--- config.mk ---
export PLATFORM = sky130hd
export DESIGN_NAME = multi_zone_irrigation_ctrl
export DESIGN_NICKNAME = d
export VERILOG_FILES = /design/src/rtl/irrigation_pkg.sv /design/src/rtl/tick_prescaler.sv /design/src/rtl/multi_zone_irrigation_ctrl.sv
export SDC_FILE = /design/constraint.sdc
export NUM_CORES = 1
export LEC_CHECK = 0
export BUFFER_PORTS_ARGS = -buffer_cell sky130_fd_sc_hd__buf_2
export CAP_MARGIN = 10
export CORE_MARGIN = 4
export CORE_UTILIZATION = 32
export CTS_CLUSTER_SIZE = 20
export DETAILED_ROUTE_END_ITERATION = 16
export GPL_ROUTABILITY_DRIVEN = 0
export PLACE_DENSITY = 0.46
export SLEW_MARGIN = 20
export SYNTH_ARGS = -nofsm -noshare
export SYNTH_HDL_FRONTEND = slang
export SYNTH_HIERARCHICAL = 1
export SYNTH_SLANG_ARGS = --single-unit
--- constraint.sdc ---
create_clock -name clk_50mhz -period 5.1 [get_ports clk_50mhz]
set_clock_uncertainty 0.15 [all_clocks]
set_input_delay 1.02 -clock clk_50mhz [delete_from_list [all_inputs] [get_ports clk_50mhz]]
set_output_delay 1.02 -clock clk_50mhz [all_outputs]
set_load 0.05 [all_outputs]
--- src/rtl/irrigation_pkg.sv ---
// Shared types and helpers for the multi-zone irrigation controller.
package irrigation_pkg;

  typedef enum logic [2:0] {
    ST_IDLE  = 3'd0,
    ST_FILL  = 3'd1,
    ST_IRR   = 3'd2,
    ST_CLEAN = 3'd3
  } state_e;

  localparam logic MODE_SPRK = 1'b0;
  localparam logic MODE_DRIP = 1'b1;

  // First set bit of pend at or above rr, wrapping within n zones.
  function automatic logic [2:0] rr_next_zone(
    input logic [7:0] pend,
    input logic [2:0] rr,
    input int         n
  );
    logic [2:0] pick;
    logic       found;
    int         idx;
    pick  = rr;
    found = 1'b0;
    for (int i = 0; i < 8; i++) begin
      idx = (int'(rr) + i) % n;
      if (!found && i < n && pend[3'(idx)]) begin
        pick  = 3'(idx);
        found = 1'b1;
      end
    end
    return pick;
  endfunction

endpackage

--- src/rtl/tick_prescaler.sv ---
// Divides the system clock into a one-cycle tick every TICK_DIV cycles.
module tick_prescaler #(
  parameter int TICK_DIV = 50_000_000
) (
  input  logic i_clk,
  input  logic i_rst_n,
  input  logic i_clr,
  output logic o_tick
);

  localparam int CW = (TICK_DIV > 1) ? $clog2(TICK_DIV) : 1;
  localparam logic [CW-1:0] LAST = CW'(TICK_DIV - 1);

  logic [CW-1:0] r_cnt;

  always_ff @(posedge i_clk) begin
    if (!i_rst_n || i_clr) begin
      r_cnt <= '0;
    end else if (r_cnt == LAST) begin
      r_cnt <= '0;
    end else begin
      r_cnt <= r_cnt + 1'b1;
    end
  end

  assign o_tick = (r_cnt == LAST);

endmodule

--- src/rtl/multi_zone_irrigation_ctrl.sv ---
// Tank fill, round-robin zone irrigation and pesticide clean-out sequencer.
module multi_zone_irrigation_ctrl
  import irrigation_pkg::*;
#(
  parameter int NUM_ZONES = 4,
  parameter int TIMER_W   = 8,
  parameter int TICK_DIV  = 50_000_000,
  parameter int FILL_T    = 10,
  parameter int SPRK_T    = 6,
  parameter int DRIP_T    = 12,
  parameter int CLEAN_T   = 4
) (
  input  logic                 clk_50mhz,
  input  logic                 reset_n,
  input  logic                 start_i,
  input  logic                 stop_i,
  input  logic [NUM_ZONES-1:0] soil_dry_i,
  input  logic                 temp_hot_i,
  input  logic                 air_dry_i,
  input  logic                 pesticide_i,
  output logic [2:0]           state_o,
  output logic                 fill_valve_o,
  output logic [NUM_ZONES-1:0] zone_valve_o,
  output logic                 mode_o,
  output logic [TIMER_W-1:0]   remaining_o,
  output logic                 busy_o,
  output logic                 done_o,
  output logic                 alert_np_o
);

  localparam int ZW = (NUM_ZONES > 1) ? $clog2(NUM_ZONES) : 1;
  localparam logic [NUM_ZONES-1:0] ONE = NUM_ZONES'(1);

  state_e               r_state, n_state;
  logic [NUM_ZONES-1:0] r_pend, n_pend, w_pend_cl;
  logic [ZW-1:0]        r_rr, n_rr, w_next_rr;
  logic [ZW-1:0]        r_zone, n_zone;
  logic                 r_pest, n_pest;
  logic                 r_mode, n_mode;
  logic [TIMER_W-1:0]   r_rem, n_rem;
  logic                 r_alert, n_alert;
  logic                 r_done, n_done;
  logic                 r_fill, r_busy;
  logic [NUM_ZONES-1:0] r_zv, w_zv;
  logic                 w_tick, w_end, w_load, w_clr;

  tick_prescaler #(
    .TICK_DIV(TICK_DIV)
  ) u_presc (
    .i_clk  (clk_50mhz),
    .i_rst_n(reset_n),
    .i_clr  (w_clr),
    .o_tick (w_tick)
  );

  assign w_end = w_tick && (r_rem == TIMER_W'(1));
  assign w_clr = w_load || (r_state == ST_IDLE);

  always_comb begin
    n_state   = r_state;
    n_pend    = r_pend;
    n_rr      = r_rr;
    n_zone    = r_zone;
    n_pest    = r_pest;
    n_mode    = r_mode;
    n_rem     = r_rem;
    n_alert   = r_alert;
    n_done    = 1'b0;
    w_load    = 1'b0;
    w_pend_cl = r_pend;
    w_next_rr = r_rr;
    unique case (r_state)
      ST_IDLE: begin
        if (start_i) begin
          n_pend  = soil_dry_i;
          n_pest  = pesticide_i;
          n_alert = ~pesticide_i;
          if (soil_dry_i == '0) begin
            n_done = 1'b1;
          end else begin
            n_state = ST_FILL;
            n_rem   = TIMER_W'(FILL_T);
            w_load  = 1'b1;
          end
        end
      end
      ST_FILL, ST_IRR: begin
        if (stop_i) begin
          n_pend = '0;
          if (r_pest) begin
            n_state = ST_CLEAN;
            n_rem   = TIMER_W'(CLEAN_T);
            w_load  = 1'b1;
          end else begin
            n_state = ST_IDLE;
            n_done  = 1'b1;
          end
        end else if (w_end) begin
          if (r_state == ST_IRR) begin
            w_pend_cl = r_pend & ~(ONE << r_zone);
            w_next_rr = (r_zone == ZW'(NUM_ZONES - 1))
                      ? '0 : r_zone + 1'b1;
          end
          n_pend = w_pend_cl;
          n_rr   = w_next_rr;
          if (w_pend_cl != '0) begin
            n_state = ST_IRR;
            n_zone  = ZW'(rr_next_zone(8'(w_pend_cl),
                                       3'(w_next_rr),
                                       NUM_ZONES));
            n_mode  = (temp_hot_i | air_dry_i)
                    ? MODE_DRIP : MODE_SPRK;
            n_rem   = (n_mode == MODE_DRIP)
                    ? TIMER_W'(DRIP_T) : TIMER_W'(SPRK_T);
            w_load  = 1'b1;
          end else if (r_pest) begin
            n_state = ST_CLEAN;
            n_rem   = TIMER_W'(CLEAN_T);
            w_load  = 1'b1;
          end else begin
            n_state = ST_IDLE;
            n_done  = 1'b1;
          end
        end else if (w_tick) begin
          n_rem = r_rem - TIMER_W'(1);
        end
      end
      ST_CLEAN: begin
        if (w_end) begin
          n_state = ST_IDLE;
          n_done  = 1'b1;
        end else if (w_tick) begin
          n_rem = r_rem - TIMER_W'(1);
        end
      end
      default: n_state = ST_IDLE;
    endcase
    // Outputs only carry meaning inside their own state.
    if (n_state == ST_IDLE) n_rem = '0;
    if (n_state != ST_IRR) n_mode = MODE_SPRK;
    unique case (n_state)
      ST_IRR:   w_zv = ONE << n_zone;
      ST_CLEAN: w_zv = '1;
      default:  w_zv = '0;
    endcase
  end

  always_ff @(posedge clk_50mhz) begin
    if (!reset_n) begin
      r_state <= ST_IDLE;
      r_pend  <= '0;
      r_rr    <= '0;
      r_zone  <= '0;
      r_pest  <= 1'b0;
      r_mode  <= 1'b0;
      r_rem   <= '0;
      r_alert <= 1'b0;
      r_done  <= 1'b0;
      r_fill  <= 1'b0;
      r_busy  <= 1'b0;
      r_zv    <= '0;
    end else begin
      r_state <= n_state;
      r_pend  <= n_pend;
      r_rr    <= n_rr;
      r_zone  <= n_zone;
      r_pest  <= n_pest;
      r_mode  <= n_mode;
      r_rem   <= n_rem;
      r_alert <= n_alert;
      r_done  <= n_done;
      r_fill  <= (n_state == ST_FILL);
      r_busy  <= (n_state != ST_IDLE);
      r_zv    <= w_zv;
    end
  end

  assign state_o      = r_state;
  assign fill_valve_o = r_fill;
  assign zone_valve_o = r_zv;
  assign mode_o       = r_mode;
  assign remaining_o  = r_rem;
  assign busy_o       = r_busy;
  assign done_o       = r_done;
  assign alert_np_o   = r_alert;

endmodule

==> summary.txt, run 1 <==
CP required: 5120 ps
Worst vdd ir: 0.0001153 V
Synth Register Bits: 55
Final period utilization: 0.7946
Ratio of cells with drive above 1 in the final layout: 0.1603
Clock Sinks: 55
Diodes inserted: 0
Die Wd: 108.1 um
Least-Margin Pin Slew: 1045 ps
Final setup violation count: 0
Number of distinct library cells after synthesis: 70
CTS Buf Count: 5
CP max FO: 10
Vias in the first global route: 2941
Post-layout net count: 435
Power Total: 773.1 uW
Pre-CTS setup slack: 1027 ps
Pre-antenna DRT Iters: 4
Avg Synthesized Cell Area: 8.125 um^2
RSZ-0062 raised after global routing: false
Hold Crit Class: reg -> reg
Final Hold Violating Endpoints: 0
First-pass GRT wire length: 14420 um
CTS resizes: 0
Post-CTS Hold Buffers: 0
Post-Syn Area: 3209 um^2
Syn nets: 413
Hpwl dp: 6242 um
Internal: 558.3 uW
PnR worst setup slack: 1048 ps
DRT antenna net count: 0
Fmax: 246.8 MHz
Drt drc: 0
Gate power share: 0.097
Area Growth Syn to Fin: 10.29%
Setup TNS: 0 ps
Die H: 108.1 um
Core area: 9774 um^2
Max clock buf depth: 2
Wire per inst: 15.47 um
Clk root buf: clkbuf_8
Static Leak: 1.202 nW
Max-cap violation count: 0
Largest net degree at the start of global routing: 25
Status: finished, final reports clean
WS Path Type: reg -> reg
Row cnt: 36
Max-slew violation count: 0
Most common cell after layout, fill and taps aside: dfxtp_1
DRT iter0 DRCs: 125
Number of synthesized flops with an enable pin: 0
Detailed-route wire length: 8522 um
Sw Share: 0.2779
Seq/Total Area, Yosys: 0.3431
Seq pwr share: 0.576
I/O pin count: 31
Commonest cells after routing, fill and taps aside: dfxtp_1 (55), nor2_1 (45), a21oi_1 (35)
H-tree depth: 2
Initial Util: 0.3283
PD cells: 218.4 nW/um^2
Final min period: 4052 ps
Via count: 2961
Synth area leaders: dfxtp_1 (34%), a21oi_1 (5.5%), nor2_1 (5.3%)
# port buffers: 30
CP startpoint kind: flop
Via/cell ratio: 5.374
Clk pwr share: 0.327
Die area: 11700 um^2
Slew headroom: 0.3031
Worst skew pair latency: 310 ps
Mapped Cells: 395
Post-CTS Repair Setup Buffers: 0
CTS tree: yes
Critical path arrival: 4070 ps
Tot GR Track Use: 0.1528
Net Sw Power: 214.9 uW
Initial antenna violation count: 0
Endpoint class of the critical path: flop
Grt total ovfl: 0
Async SR Flop Fraction: 0
Synth top area share: 0.3431
Post-synth top area cell: dfxtp_1
Clock-pin slew on the worst setup and hold paths: 110 ps
YS warnings: 6
Primary FF master, synth: dfxtp_1
## synthesized netlist by cell type, types with 3 or more instances
master and count:
xor2_1 4, nand2_2 3, ha_1 7, o21ai_0 23, nand3b_1 4, clkbuf_1 7
nor2b_1 3, nor4_1 5, and2_1 3, dfxtp_1 55, a211oi_1 6, a31oi_1 4
nor3_1 15, nor4b_1 5, a21oi_1 35, nand4_1 8, or4_4 4, xnor2_1 10
o31ai_1 9, nor2_1 45, or2_2 6, inv_1 16, o21ai_1 4, nand2b_1 5
or3_1 9, or4_1 6, buf_2 7, nand2_1 27, nand3_1 9
## stage by stage
stage	cell area, um^2	instances	util	hold WS (ps)
finish	3540	551	0.3621	330.2
global route	3540	551	0.3621	375.0
CTS	3540	551	0.3621	341.4
detailed placement	3450	543	0.3529	316.8
global placement	3450	543	0.3529	304.8
floorplan	3209	395	-	287.0
## power by group through the flow
stage	clock, mW	combinational (mW)	sequential, mW
4_1_cts	0.265	0.0753	0.446
5_1_grt	0.282	0.0829	0.447
2_1_floorplan	0	0.0465	0.459
3_3_place_gp	0	0.0749	0.455
3_5_place_dp	0	0.0750	0.455
6_report	0.253	0.0747	0.446
## layout make-up
cell class,count,area [um^2]
Tap cell,133,166.4
Multi-Input combinational cell,308,1964
Timing Repair Buffer,31,157.7
Clock inverter,2,17.52
Clock buffer,6,72.57
Fill cell,1057,6235
Sequential cell,55,1101
Inverter,16,60.06
## routing by layer
| metal | GRT usage | part of all wire |
|---|---|---|
| met5 | 0 | 0 |
| met4 | 0.03877 | 0.014 |
| met3 | 0.02925 | 0.028 |
| met2 | 0.2393 | 0.43 |
| met1 | 0.2162 | 0.52 |
## logic make-up (layout without fill, tap and decap cells)
| group | after synthesis | after routing | share of synthesized area |
|---|---|---|---|
| compound gates | 102 | 102 | 0.1992 |
| xor+xnor | 14 | 14 | 0.03820 |
| fa+ha+maj | 8 | 8 | 0.03041 |
| buf+inv | 32 | 55 | 0.04483 |
| flops | 55 | 55 | 0.3431 |
| mux | 4 | 4 | 0.01326 |
| other cells | 1 | 1 | 0.001168 |
| simple gates | 179 | 179 | 0.3298 |
## registers in the layout, summed over array words and instances, names as in the netlist, 2 cells and up
register	count
r_pend	4
r_rr	2
r_zone	2
remaining_o	8
state_o	3
u_presc/r_cnt	26
zone_valve_o	4
## final timing paths
check / startpoint / end / slack [ps] / depth (start not counted)
setup reg to reg: u_presc/r_cnt[0] / remaining_o[3] / 1050 / 11
setup / recovery: u_presc/r_cnt[0] / remaining_o[3] / 1050 / 11
hold reg to reg: u_presc/r_cnt[0] / u_presc/r_cnt[0] / 330 / 1
hold / removal: u_presc/r_cnt[0] / u_presc/r_cnt[0] / 330 / 1
## critical path: stages (launching register included)
cell	delay (ps)
dfxtp_1	390
ha_1	220
nand3_2	160
or3_2	530
nor4b_1	330
buf_4	220
and4bb_1	280
and2_0	380
a21oi_1	140
o21ai_2	260
nor2b_1	700
nor3_1	140
Power figures use the tool's default switching activity.
==> inputs of run 2 (changes only) <==
==> constraint.sdc (replaced) <==
create_clock -name clk_50mhz -period 4.25 [get_ports clk_50mhz]
set_clock_uncertainty 0.15 [all_clocks]
set_input_delay 0.85 -clock clk_50mhz [delete_from_list [all_inputs] [get_ports clk_50mhz]]
set_output_delay 0.85 -clock clk_50mhz [all_outputs]
set_load 0.05 [all_outputs]
==> run 2 against run 1 <==
Net effect: critical path type unchanged; critical path depth grew 1; global-route usage is 0.36 points lower; hold slack better by 3.5 ps; non-clock buffer count increased by 4; sequential share of layout area is 0.34 points lower; worst setup slack lost 620 ps; wire length decreased by 1.9%; clock power up 25%; total power grew 22%; largest cell class unchanged; die area unchanged; critical endpoint is now u_presc/r_cnt[2].
==> summary.txt, run 2 (synthesis results as in run 1) <==
Multi-input gate area: 1964 um^2 (unchanged)
CP required: 4270 ps (-850 ps)
Diodes inserted: 0 (unchanged)
Layout Cells excl Fill: 555 (+0.73%)
Slew headroom: 0.3100 (+0.006890)
Max-cap violation count: 0 (unchanged)
Final Hold Violating Endpoints: 0 (unchanged)
Clock Sinks: 55 (unchanged)
Tot GR Track Use: 0.1493 (-0.003580)
Drt drc: 0 (unchanged)
Most common cell after layout, fill and taps aside: dfxtp_1
Die Wd: 108.1 um (unchanged)
Area Growth Syn to Fin: 11.50%
Sequential cell area: 1101 um^2 (unchanged)
Clk root buf: clkbuf_8
Status: finished, final reports clean
Post-CTS Hold Buffers: 0 (unchanged)
# port buffers: 30 (unchanged)
Reg with most FFs: u_presc/r_cnt
Max-slew violation count: 0 (unchanged)
CP max FO: 24 (+14)
Max FFs per register: 26 (unchanged)
CTS Buf Count: 5 (unchanged)
WS Path Type: reg -> reg
CTS resizes: 0 (unchanged)
Die area: 11700 um^2 (unchanged)
PD cells: 262.9 nW/um^2 (+20%)
CTS tree: yes
Worst-path cell chain: ha_1 -> nand3_2 -> or3_2 -> nor4b_1 -> and4bb_1 -> a21oi_1 -> or2_2 -> maj3_1 -> nor2_1 -> nor2b_1 -> o31ai_4 -> nor2_1
Commonest cells after routing, fill and taps aside: dfxtp_1 (55), nor2_1 (45), a21oi_1 (35)
Hold slack: 333.7 ps (+3.475 ps)
Via/cell ratio: 5.315 (-1.1%)
Worst path bufs/invs: 0 (-1)
Top delay family on crit path: simple AND/OR/NAND/NOR gates
Final setup violation count: 0 (unchanged)
Row cnt: 36 (unchanged)
Critical path arrival: 3840 ps (-230 ps)
Ratio of cells with drive above 1 in the final layout: 0.1706 (+0.01033)
Final min period: 3819 ps (-233.0 ps)
Cell mode on critical path: nor2_1
Die H: 108.1 um (unchanged)
Post-CTS Repair Setup Buffers: 0 (unchanged)
I/O pin count: 31 (unchanged)
Worst skew pair latency: 310 ps (about the same)
DRT antenna net count: 0 (unchanged)
Least-Margin Pin Slew: 1035 ps (-10.33 ps)
Via count: 2950 (-0.37%)
Vias in the first global route: 2773 (-5.7%)
Wire per inst: 15.06 um (-2.6%)
Filler cells: 1054 (-0.28%)
Static Leak: 1.223 nW (+1.8%)
Grt total ovfl: 0 (unchanged)
RSZ-0062 raised after global routing: false
Hpwl dp: 6178 um (-1.0%)
Fmax: 261.8 MHz (+6.1%)
DRT iter0 DRCs: 185 (+48%)
Max clock buf depth: 2 (unchanged)
Post-layout net count: 439 (+0.92%)
Clock-pin slew on the worst setup and hold paths: 100 ps (about the same)
Initial Util: 0.3283 (unchanged)
Initial antenna violation count: 0 (unchanged)
Detailed-route wire length: 8359 um (-1.9%)
H-tree depth: 2 (unchanged)
CP max stage cell: or3_2
Core area: 9774 um^2 (unchanged)
Setup TNS: 0 ps (unchanged)
Pre-antenna DRT Iters: 4 (unchanged)
Placed instance count: 547 (+0.74%)
Final period utilization: 0.8987 (+0.1041)
Hold Crit Class: reg -> reg
Largest net degree at the start of global routing: 25 (unchanged)
Worst vdd ir: 0.0001275 V (+11%)
Endpoint class of the critical path: flop
Crit-path max cell delay: 530 ps (-170 ps)
First-pass GRT wire length: 14120 um (-2.1%)
CP startpoint kind: flop
run 2: cell types whose count changed in the layout (fill, tap and decap cells not counted), sizes merged:
cell and delta:
buf +4, clkinvlp +1, clkinv -1
run 2: worst reg2reg max path, cell delays in order (launching register included):
cell and delay, ps:
dfxtp_1 390, ha_1 220, nand3_2 170, or3_2 540, nor4b_1 430, and4bb_1 330, a21oi_1 180, or2_2 340
maj3_1 350, nor2_1 120, nor2b_1 100, o31ai_4 260, nor2_1 110
run 2: power by group:
group          switching [mW]  total, mW  leakage, nW  internal, mW
registers              0.0112      0.534        0.445         0.523
clock network           0.182      0.315       0.0474         0.134
logic                  0.0627     0.0915        0.731        0.0288
run 2: metrics by stage:
step,cell area [um^2],power (mW),setup slack [ps],util
floorplan,3209,0.6072,616.6,-
global placement,3480,0.6378,478.3,0.3560
detailed placement,3480,0.6380,405.1,0.3560
CTS,3578,0.9555,379.7,0.3661
global route,3578,0.9871,60.85,0.3661
finish,3578,0.9407,430.6,0.3661
run 2: worst paths after layout:
kind | start | to | slack [ps] | depth (start not counted)
max | u_presc/r_cnt[0] | u_presc/r_cnt[2] | 430 | 12
min | u_presc/r_cnt[0] | u_presc/r_cnt[0] | 330 | 1
max reg2reg | u_presc/r_cnt[0] | u_presc/r_cnt[2] | 430 | 12
min reg2reg | u_presc/r_cnt[0] | u_presc/r_cnt[0] | 330 | 1
run 2: metal layers:
| layer | GRT usage | up-vias | part of all wire |
|---|---|---|---|
| met5 | 0 | - | 0 |
| met4 | 0.02435 | 0 | 0.0065 |
| met3 | 0.02985 | 4 | 0.039 |
| met2 | 0.2358 | 54 | 0.45 |
| met1 | 0.2141 | 1395 | 0.51 |
| li1 | - | 1497 | - |
run 2: cell type report:
| cell class | instances | area share |
|---|---|---|
| Clock inverter | 2 | 0.004545 |
| Sequential cell | 55 | 0.3077 |
| Multi-Input combinational cell | 308 | 0.5490 |
| Clock buffer | 6 | 0.02308 |
| Inverter | 16 | 0.01678 |
| Timing Repair Buffer | 35 | 0.05245 |
| Tap cell | 133 | 0.04650 |
